<file path="src/rtl/wb_timer.sv">
// Wishbone-slave timer: prescaled 32-bit up-counter with a compare register,
// sticky match flag, optional auto-reload and a level interrupt.
module wb_timer #(
    parameter int PRESCALE_W = 16
) (
    input  logic        clk_i,
    input  logic        rst_i,
    input  logic        cyc_i,
    input  logic        stb_i,
    input  logic [31:0] adr_i,
    input  logic        we_i,
    input  logic [3:0]  sel_i,
    input  logic [31:0] dat_i,
    output logic [31:0] dat_o,
    output logic        ack_o,
    output logic        int_o
);
    localparam logic [2:0] ADDR_CTRL     = 3'd0;
    localparam logic [2:0] ADDR_PRESCALE = 3'd1;
    localparam logic [2:0] ADDR_COMPARE  = 3'd2;
    localparam logic [2:0] ADDR_COUNT    = 3'd3;
    localparam logic [2:0] ADDR_STATUS   = 3'd4;

    logic [2:0]            ctrl_r;
    logic [PRESCALE_W-1:0] prescale_r;
    logic [PRESCALE_W-1:0] pcnt_r;
    logic [31:0]           compare_r;
    logic [31:0]           count_r;
    logic                  match_r;
    logic                  ack_r;
    logic [31:0]           dat_r;

    logic                  req_s;
    logic                  wr_s;
    logic [2:0]            addr_s;
    logic                  tick_s;
    logic                  hit_s;
    logic                  status_clr_s;
    logic [31:0]           rdata_s;
    logic [2:0]            ctrl_wd_s;
    logic [PRESCALE_W-1:0] prescale_wd_s;
    logic                  unused_s;

    function automatic logic [31:0] lane_merge(input logic [31:0] old_v,
                                               input logic [31:0] new_v,
                                               input logic [3:0]  sel);
        logic [31:0] res;
        res = old_v;
        for (int b = 0; b < 4; b++) begin
            if (sel[b]) begin
                res[8*b +: 8] = new_v[8*b +: 8];
            end else begin
                res[8*b +: 8] = old_v[8*b +: 8];
            end
        end
        return res;
    endfunction

    // A new request is refused while the previous ack is still on the bus
    assign req_s         = cyc_i & stb_i & ~ack_r;
    assign wr_s          = req_s & we_i;
    assign addr_s        = adr_i[4:2];
    assign tick_s        = ctrl_r[0] & (pcnt_r == prescale_r);
    assign hit_s         = tick_s & (count_r == compare_r);
    assign status_clr_s  = wr_s & (addr_s == ADDR_STATUS) & sel_i[0] & dat_i[0];
    assign ctrl_wd_s     = 3'(lane_merge({29'd0, ctrl_r}, dat_i, sel_i));
    assign prescale_wd_s = PRESCALE_W'(lane_merge(32'(prescale_r), dat_i, sel_i));
    assign unused_s      = ^{adr_i[31:5], adr_i[1:0]};

    assign dat_o = dat_r;
    assign ack_o = ack_r;
    assign int_o = match_r & ctrl_r[2];

    // Read multiplexer over the register map
    always_comb begin
        rdata_s = 32'd0;
        case (addr_s)
            ADDR_CTRL:     rdata_s = {29'd0, ctrl_r};
            ADDR_PRESCALE: rdata_s = 32'(prescale_r);
            ADDR_COMPARE:  rdata_s = compare_r;
            ADDR_COUNT:    rdata_s = count_r;
            ADDR_STATUS:   rdata_s = {31'd0, match_r};
            default:       rdata_s = 32'd0;
        endcase
    end

    // Bus handshake: single-cycle ack, read data driven only alongside ack
    always_ff @(posedge clk_i) begin
        if (rst_i) begin
            ack_r <= 1'b0;
            dat_r <= 32'd0;
        end else begin
            ack_r <= req_s;
            if (req_s && !we_i) begin
                dat_r <= rdata_s;
            end else begin
                dat_r <= 32'd0;
            end
        end
    end

    // Configuration registers written from the bus
    always_ff @(posedge clk_i) begin
        if (rst_i) begin
            ctrl_r     <= 3'd0;
            prescale_r <= {PRESCALE_W{1'b0}};
            compare_r  <= 32'd0;
        end else if (wr_s) begin
            case (addr_s)
                ADDR_CTRL:     ctrl_r     <= ctrl_wd_s;
                ADDR_PRESCALE: prescale_r <= prescale_wd_s;
                ADDR_COMPARE:  compare_r  <= lane_merge(compare_r, dat_i, sel_i);
                default:       ctrl_r     <= ctrl_r;
            endcase
        end else begin
            ctrl_r <= ctrl_r;
        end
    end

    // Prescaler, counter and sticky match; bus writes to COUNT beat a tick
    always_ff @(posedge clk_i) begin
        if (rst_i) begin
            pcnt_r  <= {PRESCALE_W{1'b0}};
            count_r <= 32'd0;
            match_r <= 1'b0;
        end else begin
            if (wr_s && ((addr_s == ADDR_CTRL) || (addr_s == ADDR_PRESCALE))) begin
                pcnt_r <= {PRESCALE_W{1'b0}};
            end else if (!ctrl_r[0] || tick_s) begin
                pcnt_r <= {PRESCALE_W{1'b0}};
            end else begin
                pcnt_r <= pcnt_r + PRESCALE_W'(1);
            end

            if (wr_s && (addr_s == ADDR_COUNT)) begin
                count_r <= lane_merge(count_r, dat_i, sel_i);
            end else if (hit_s && ctrl_r[1]) begin
                count_r <= 32'd0;
            end else if (tick_s) begin
                count_r <= count_r + 32'd1;
            end else begin
                count_r <= count_r;
            end

            if (hit_s) begin
                match_r <= 1'b1;
            end else if (status_clr_s) begin
                match_r <= 1'b0;
            end else begin
                match_r <= match_r;
            end
        end
    end
endmodule
</file>
<file path="config.mk">
export PLATFORM = sky130hd
export DESIGN_NAME = wb_timer
export DESIGN_NICKNAME = d
export VERILOG_FILES = /design/src/rtl/wb_timer.sv
export SDC_FILE = /design/constraint.sdc
export NUM_CORES = 1
export LEC_CHECK = 0
export CORE_MARGIN = 4
export CORE_UTILIZATION = 40
export CTS_CLUSTER_SIZE = 16
export DETAILED_ROUTE_END_ITERATION = 6
export GPL_ROUTABILITY_DRIVEN = 0
export GPL_TIMING_DRIVEN = 0
export PLACE_DENSITY_LB_ADDON = 0.1
export SLEW_MARGIN = 5
export SYNTH_ARGS = -nofsm -noshare
export SYNTH_HDL_FRONTEND = slang
export SYNTH_SLANG_ARGS = --single-unit
</file>
<file path="constraint.sdc">
create_clock -name clk_i -period 2.9 [get_ports clk_i]
set_clock_uncertainty 0.1 [all_clocks]
set_input_delay 0.58 -clock clk_i [delete_from_list [all_inputs] [get_ports clk_i]]
set_output_delay 0.58 -clock clk_i [all_outputs]
set_load 0.03 [all_outputs]
</file>
Word-level counts from Yosys, hierarchy flattened

Index checks and enable logic that the tools add are counted.

$add $sub $neg: 2
Equal/unequal tests: 10
Mux-type cells: 10
Bitwise gates (word level): 11
Reductions and logical operators: 24

Operator list:

| cell                  | number |
|---|---|
| $pmux 32 s5           | 1 |
| $mux 32               | 3 |
| $add 32x1->32 const B | 1 |
| $eq 32x32->1          | 1 |
| $mux 8                | 4 |
| $reduce_and 3->1      | 7 |
| $add 16x1->16 const B | 1 |
| $eq 16x16->1          | 1 |
| $and 1x1->1           | 9 |
| $ne 2x2->1 const B    | 4 |
| $reduce_and 2->1      | 4 |
| $eq 3x2->1 const B    | 2 |
| $logic_and 1x1->1     | 4 |
| $eq 3x1->1 const B    | 1 |
| $eq 3x3->1 const B    | 1 |
| $logic_not 3->1       | 1 |
| $reduce_bool 3->1     | 1 |
| $reduce_or 3->1       | 1 |
| $logic_not 1->1       | 2 |
| $logic_or 1x1->1      | 2 |
| $mux 1                | 2 |
| $not 1->1             | 2 |
| $reduce_bool 2->1     | 1 |
| $reduce_or 2->1       | 1 |

Register bits after elaboration: 133
Bits of input ports: 73

Logic depth before layout (Yosys ltp)

Word-level depth: 8
Mapped depth: 11
Gate-level depth less buffers: 7

Worst setup path after synthesis

Ideal clock, no wire load.

Kind: in2reg
Start: input adr_i[4]
End: register count_r[28]
Library setup time: 0.136 ns
Data arrival time: 2.342 ns
Data required time: 2.664 ns
Slack: 0.322 ns
Stages: 11
Path through: buf_2 > and3b_1 > buf_2 > nand2b_1 > buf_2 > and2_0 > clkbuf_1 > a22oi_2 > or2_2 > clkbuf_1 > o221ai_1

Word-level cells in the longest chain between the ends: 4
Elaborated cells on any way between the ends: 6
Classes of those cells: eq/ne: 2; mux: 1; reduce/logical: 3

RTL lines:

| item                                                             | line | text |
|---|---|---|
| start: declaration                                               | 10   | `input logic [31:0] adr_i,` |
| $eq 3x2->1 *                                                     | 135  | `if (wr_s && (addr_s == ADDR_COUNT)) begin` |
| $logic_and 1x1->1 *                                              | 135  |  |
| $ne 2x2->1 (no line) / $reduce_bool 3->1 (equally long branches) | n/a  |  |
| $reduce_and 2->1 (no line)                                       | n/a  |  |
| end signal: assignment                                           | 136  | `count_r <= lane_merge(count_r, dat_i, sel_i);` |
| end signal: assignment                                           | 140  | `count_r <= count_r + 32'd1;` |
| end signal: assignment                                           | 142  | `count_r <= count_r;` |
| end: declaration                                                 | 28   | `logic [31:0] count_r;` |

Every way passes the cells marked *; elsewhere a longest branch is shown, timed or not.
A chain may end at the register's enable or synchronous reset.

Final worst setup path

Start: input rst_i
End: register prescale_r[10]

RTL lines:

| item                   | line | text |
|---|---|---|
| start: declaration     | 7    | `input logic rst_i,` |
| end signal: assignment | 106  | `prescale_r <= {PRESCALE_W{1'b0}};` |
| end signal: assignment | 111  | `ADDR_PRESCALE: prescale_r <= prescale_wd_s;` |
| end: declaration       | 25   | `logic [PRESCALE_W-1:0] prescale_r;` |

No word-level cell between the ends.

==> results.py <==
metrics = {
    "clock_network": {
        "clkLatencyLatePin_ns": 0.43,
        "cts_made_buffers": 17,
        "cts.clk_slew.worst_paths_ns": 0.06,
        "cts_tree": "done",
        "cts_hold_buf": 0,
        "cts_root_buf": "clkbuf_16",
        "htreeDepth": 4,
        "clockBufferDepth": 2,
        "numClockSinks": 133,
    },
    "worst_setup_path": {
        "reg2reg_slack_ns": 0.11,
        "arrival_ns": 3.01,
        "worst_path_max_delay_cell": "clkdlybuf4s50_1",
        "cp.required_ns": 3.08,
        "endpoint_kind": "register",
        "critPathMaxFanout": 10,
        "cpMostUsedCell": "clkbuf_1",
        "worstSetupPathType": "input pin to register",
        "reg2reg_from": "count_r[13]$_SDFFE_PP0P_",
        "path_cells": "clkdlybuf4s50_1 -> clkbuf_1 -> clkbuf_1 -> clkbuf_1 -> nor2_1",
        "start_kind": "input pin",
        "reg2reg_to": "count_r[4]$_SDFFE_PP0P_",
        "cpPeakStageDelay_ns": 0.74,
        "r2r_cells": 9,
    },
    "synthesis": {
        "synth-seq-area-share": 0.388,
        "yosys.area_share.simple": 0.262,
        "synth-edff-count": 0,
        "synth-compound-area-share": 0.159,
        "synth_ff_type": "dfxtp_1",
        "synth_xor_area_frac": 0.0792,
        "synth_mux_area_frac": 0.0573,
        "synth_nets": 899,
        "ys_ff_latch": 133,
        "synthArstFlopShare": 0,
        "ys_warn_count": 0,
        "syn_inst": 824,
        "synthesis.area_sq_mm": 0.00686,
        "yosys.area_share.adder": 0.00365,
        "synthDistinctLibCells": 59,
        "synth_top_family_by_area": "simple AND/OR/NAND/NOR gates",
        "synth_area_per_cell_sq_um": 8.32,
    },
    "run_status": {
        "status": "finished clean",
    },
    "die": {
        "pin_count": 107,
        "rows": 47,
        "coreArea_sq_mm": 0.0167,
        "die_w_microns": 139,
        "dieArea_sq_mm": 0.0193,
        "die_h_microns": 139,
        "start_util": 0.411,
    },
    "min_path": {
        "hp-start": "ack_o$_SDFF_PP0_",
        "hold_depth": 1,
        "min_path_type": "register to register",
        "worst_hold_path.endpoint": "ack_o$_SDFF_PP0_",
    },
    "sta": {
        "whs_ns": 0.357,
        "worstMarginPinSlew_ns": 0.729,
        "period_share": 0.977,
        "relSlewSlack": 0.514,
        "setup_viol": 0,
        "final_max_slew_viol_count": 0,
        "rsz0062_at_grt": "false",
        "min_period_ns": 2.83,
        "hold_viol": 0,
        "timing.fmax_mhz": 353,
    },
    "routing": {
        "dr.pass1.iters": 6,
        "vias": 6652,
        "wl_per_cell_microns": 20.2,
        "route.detailed.drc": 0,
        "drt-total-wl_microns": 23200,
        "drtIter0Drc": 587,
        "antenna_left": 0,
        "vias_per_cell": 5.79,
    },
    "layout": {
        "n_fill_cell": 1655,
        "diodes": 0,
        "final_nets": 992,
        "area_delta_synth_final_pct": 25.1,
        "drive_above_1_share": 0.108,
        "design_area_sq_mm": 0.00858,
    },
    "grt": {
        "grt_pass1_wl_microns": 36700,
        "grt_max_degree": 17,
        "grtUsageTotal": 0.240,
        "antenna_found_initial": 0,
        "overflow": 0,
        "grt_pass1_vias": 6363,
    },
    "pwr": {
        "pwr-share-clk": 0.503,
        "p_leak_uw": 0.00271,
        "pwr-share-comb": 0.056,
        "sequentialPowerShare": 0.441,
        "p_sw_frac": 0.237,
        "irDropWorstVdd_v": 0.000471,
        "p_sw_uw": 989,
        "powerDensity_mw_per_mm2": 486,
        "internal_power_uw": 3180,
    },
    "flow_run": {
        "maxCapViolations": 0,
    },
    "placement": {
        "io_buffers": 75,
        "placed_area_sq_mm": 0.00789,
        "hpwlAfterDp_microns": 16700,
    },
}
synth_stat cells (14+ instances only):
master	count	share of area
a31oi_1	21	0.019
a22oi_1	50	0.055
nand3_1	55	0.040
a21oi_1	48	0.035
mux2_2	14	0.023
nand4_1	25	0.023
clkbuf_1	57	0.031
nand2_1	63	0.034
inv_1	14	0.0077
mux2i_1	19	0.028
dfxtp_1	133	0.39
nor2_1	79	0.043
xnor2_1	50	0.064
nand3b_1	16	0.018
nor3_1	19	0.014
cell type report:
| type | instances | area [sq um] | area share |
|---|---|---|---|
| Timing Repair Buffer | 81 | 798 | 0.0931 |
| Multi-Input combinational cell | 603 | 3930 | 0.458 |
| Tap cell | 220 | 275 | 0.0321 |
| Clock inverter | 13 | 136 | 0.0159 |
| Sequential cell | 133 | 2660 | 0.310 |
| Clock buffer | 18 | 429 | 0.0500 |
| Buffer | 67 | 292 | 0.0340 |
| Inverter | 14 | 52.6 | 0.00613 |
power by group through the flow:
stage / clock network, uW / logic [uW] / registers, uW
global placement: 0 / 223 / 1880
floorplan: 0 / 94.7 / 1880
CTS: 2130 / 227 / 1840
detailed placement: 0 / 222 / 1880
global route: 2210 / 248 / 1840
finish: 2100 / 234 / 1840
flip-flops by register name, summed over array words and instances (netlist names):
register	flops
compare_r	32
count_r	32
dat_o	32
pcnt_r	16
prescale_r	16
ctrl_r	3
ack_o	1
match_r	1
metal layers:
metal | part of all wire | vias to the layer above | global-route usage | wire [microns]
met4 | 0.022 | 0 | 0.0752 | 512
met3 | 0.070 | 39 | 0.0469 | 1630
li1 | - | 3154 | - | -
met2 | 0.46 | 236 | 0.375 | 10700
met1 | 0.45 | 3223 | 0.336 | 10400
met5 | 0 | - | 0 | 0
critical path: cells and delay by family:
kind	cells	cell delay, ns
buf+inv	4	2.30
simple gates	1	0.12
logic make-up (layout without fill, tap and decap cells):
family,after synthesis,count (layout)
flops,133,133
mux,35,35
buf+inv,88,193
xor+xnor,62,62
compound gates,162,162
simple gates,342,342
fa+ha+maj,2,2
per-stage QoR:
stage / instances / total power, uW / utilization / setup slack, ns / setup TNS (ns)
2_1_floorplan: 824 / 1970 / - / 0.322 / 0
3_3_place_gp: 1119 / 2100 / 0.472 / -0.859 / -48.06
3_5_place_dp: 1119 / 2100 / 0.473 / -0.904 / -50.91
4_1_cts: 1154 / 4190 / 0.511 / 0.0107 / 0
5_1_grt: 1149 / 4300 / 0.514 / 0.00205 / 0
6_report: 1149 / 4170 / 0.514 / 0.0668 / 0
how the worst max path moves through the flow:
| stage | start | end | slack, ns |
|---|---|---|---|
| after detailed placement | adr_i[3] | compare_r[23]$_SDFFE_PP0P_ | -0.90 |
| after CTS | adr_i[3] | compare_r[10]$_SDFFE_PP0P_ | 0.01 |
| after floorplan | adr_i[4] | count_r[28]$_SDFFE_PP0P_ | 0.32 |
| final | rst_i | prescale_r[10]$_SDFFE_PP0P_ | 0.07 |
| after global placement | adr_i[3] | compare_r[6]$_SDFFE_PP0P_ | -0.86 |
| after global routing | rst_i | prescale_r[10]$_SDFFE_PP0P_ | 0.002 |
cells in the final DEF, fill, tap and decap left out, drive strengths merged, types with 3 or more instances in the layout:
cell type | synthesis | layout
dfxtp | 133 | 133
nor2 | 79 | 79
clkdlybuf4s50 | 0 | 74
clkbuf | 58 | 69
nand2 | 63 | 63
nand3 | 55 | 55
a22oi | 51 | 51
xnor2 | 50 | 50
a21oi | 49 | 49
nand4 | 26 | 26
buf | 16 | 22
a31oi | 21 | 21
mux2i | 19 | 19
nor3 | 19 | 19
nand3b | 16 | 16
inv | 14 | 14
mux2 | 14 | 14
and2 | 14 | 14
nor2b | 12 | 12
xor2 | 12 | 12
nor4 | 12 | 12
o32ai | 9 | 9
and3 | 9 | 9
o221ai | 8 | 8
or2 | 8 | 8
nand2b | 7 | 7
clkinv | 0 | 7
o21ai | 6 | 6
or4 | 5 | 5
o211ai | 4 | 4
o22ai | 4 | 4
clkinvlp | 0 | 4
nor3b | 4 | 4
nand4b | 3 | 3
what timing repair did:
action                                 CTS  global route
pin swaps                                2             1
resized for setup                       10            21
endpoints found under the hold margin    0             0
buffers inserted                         4             2
setup endpoints to repair               64            63
No activity file was read; power rests on OpenSTA's default activity.
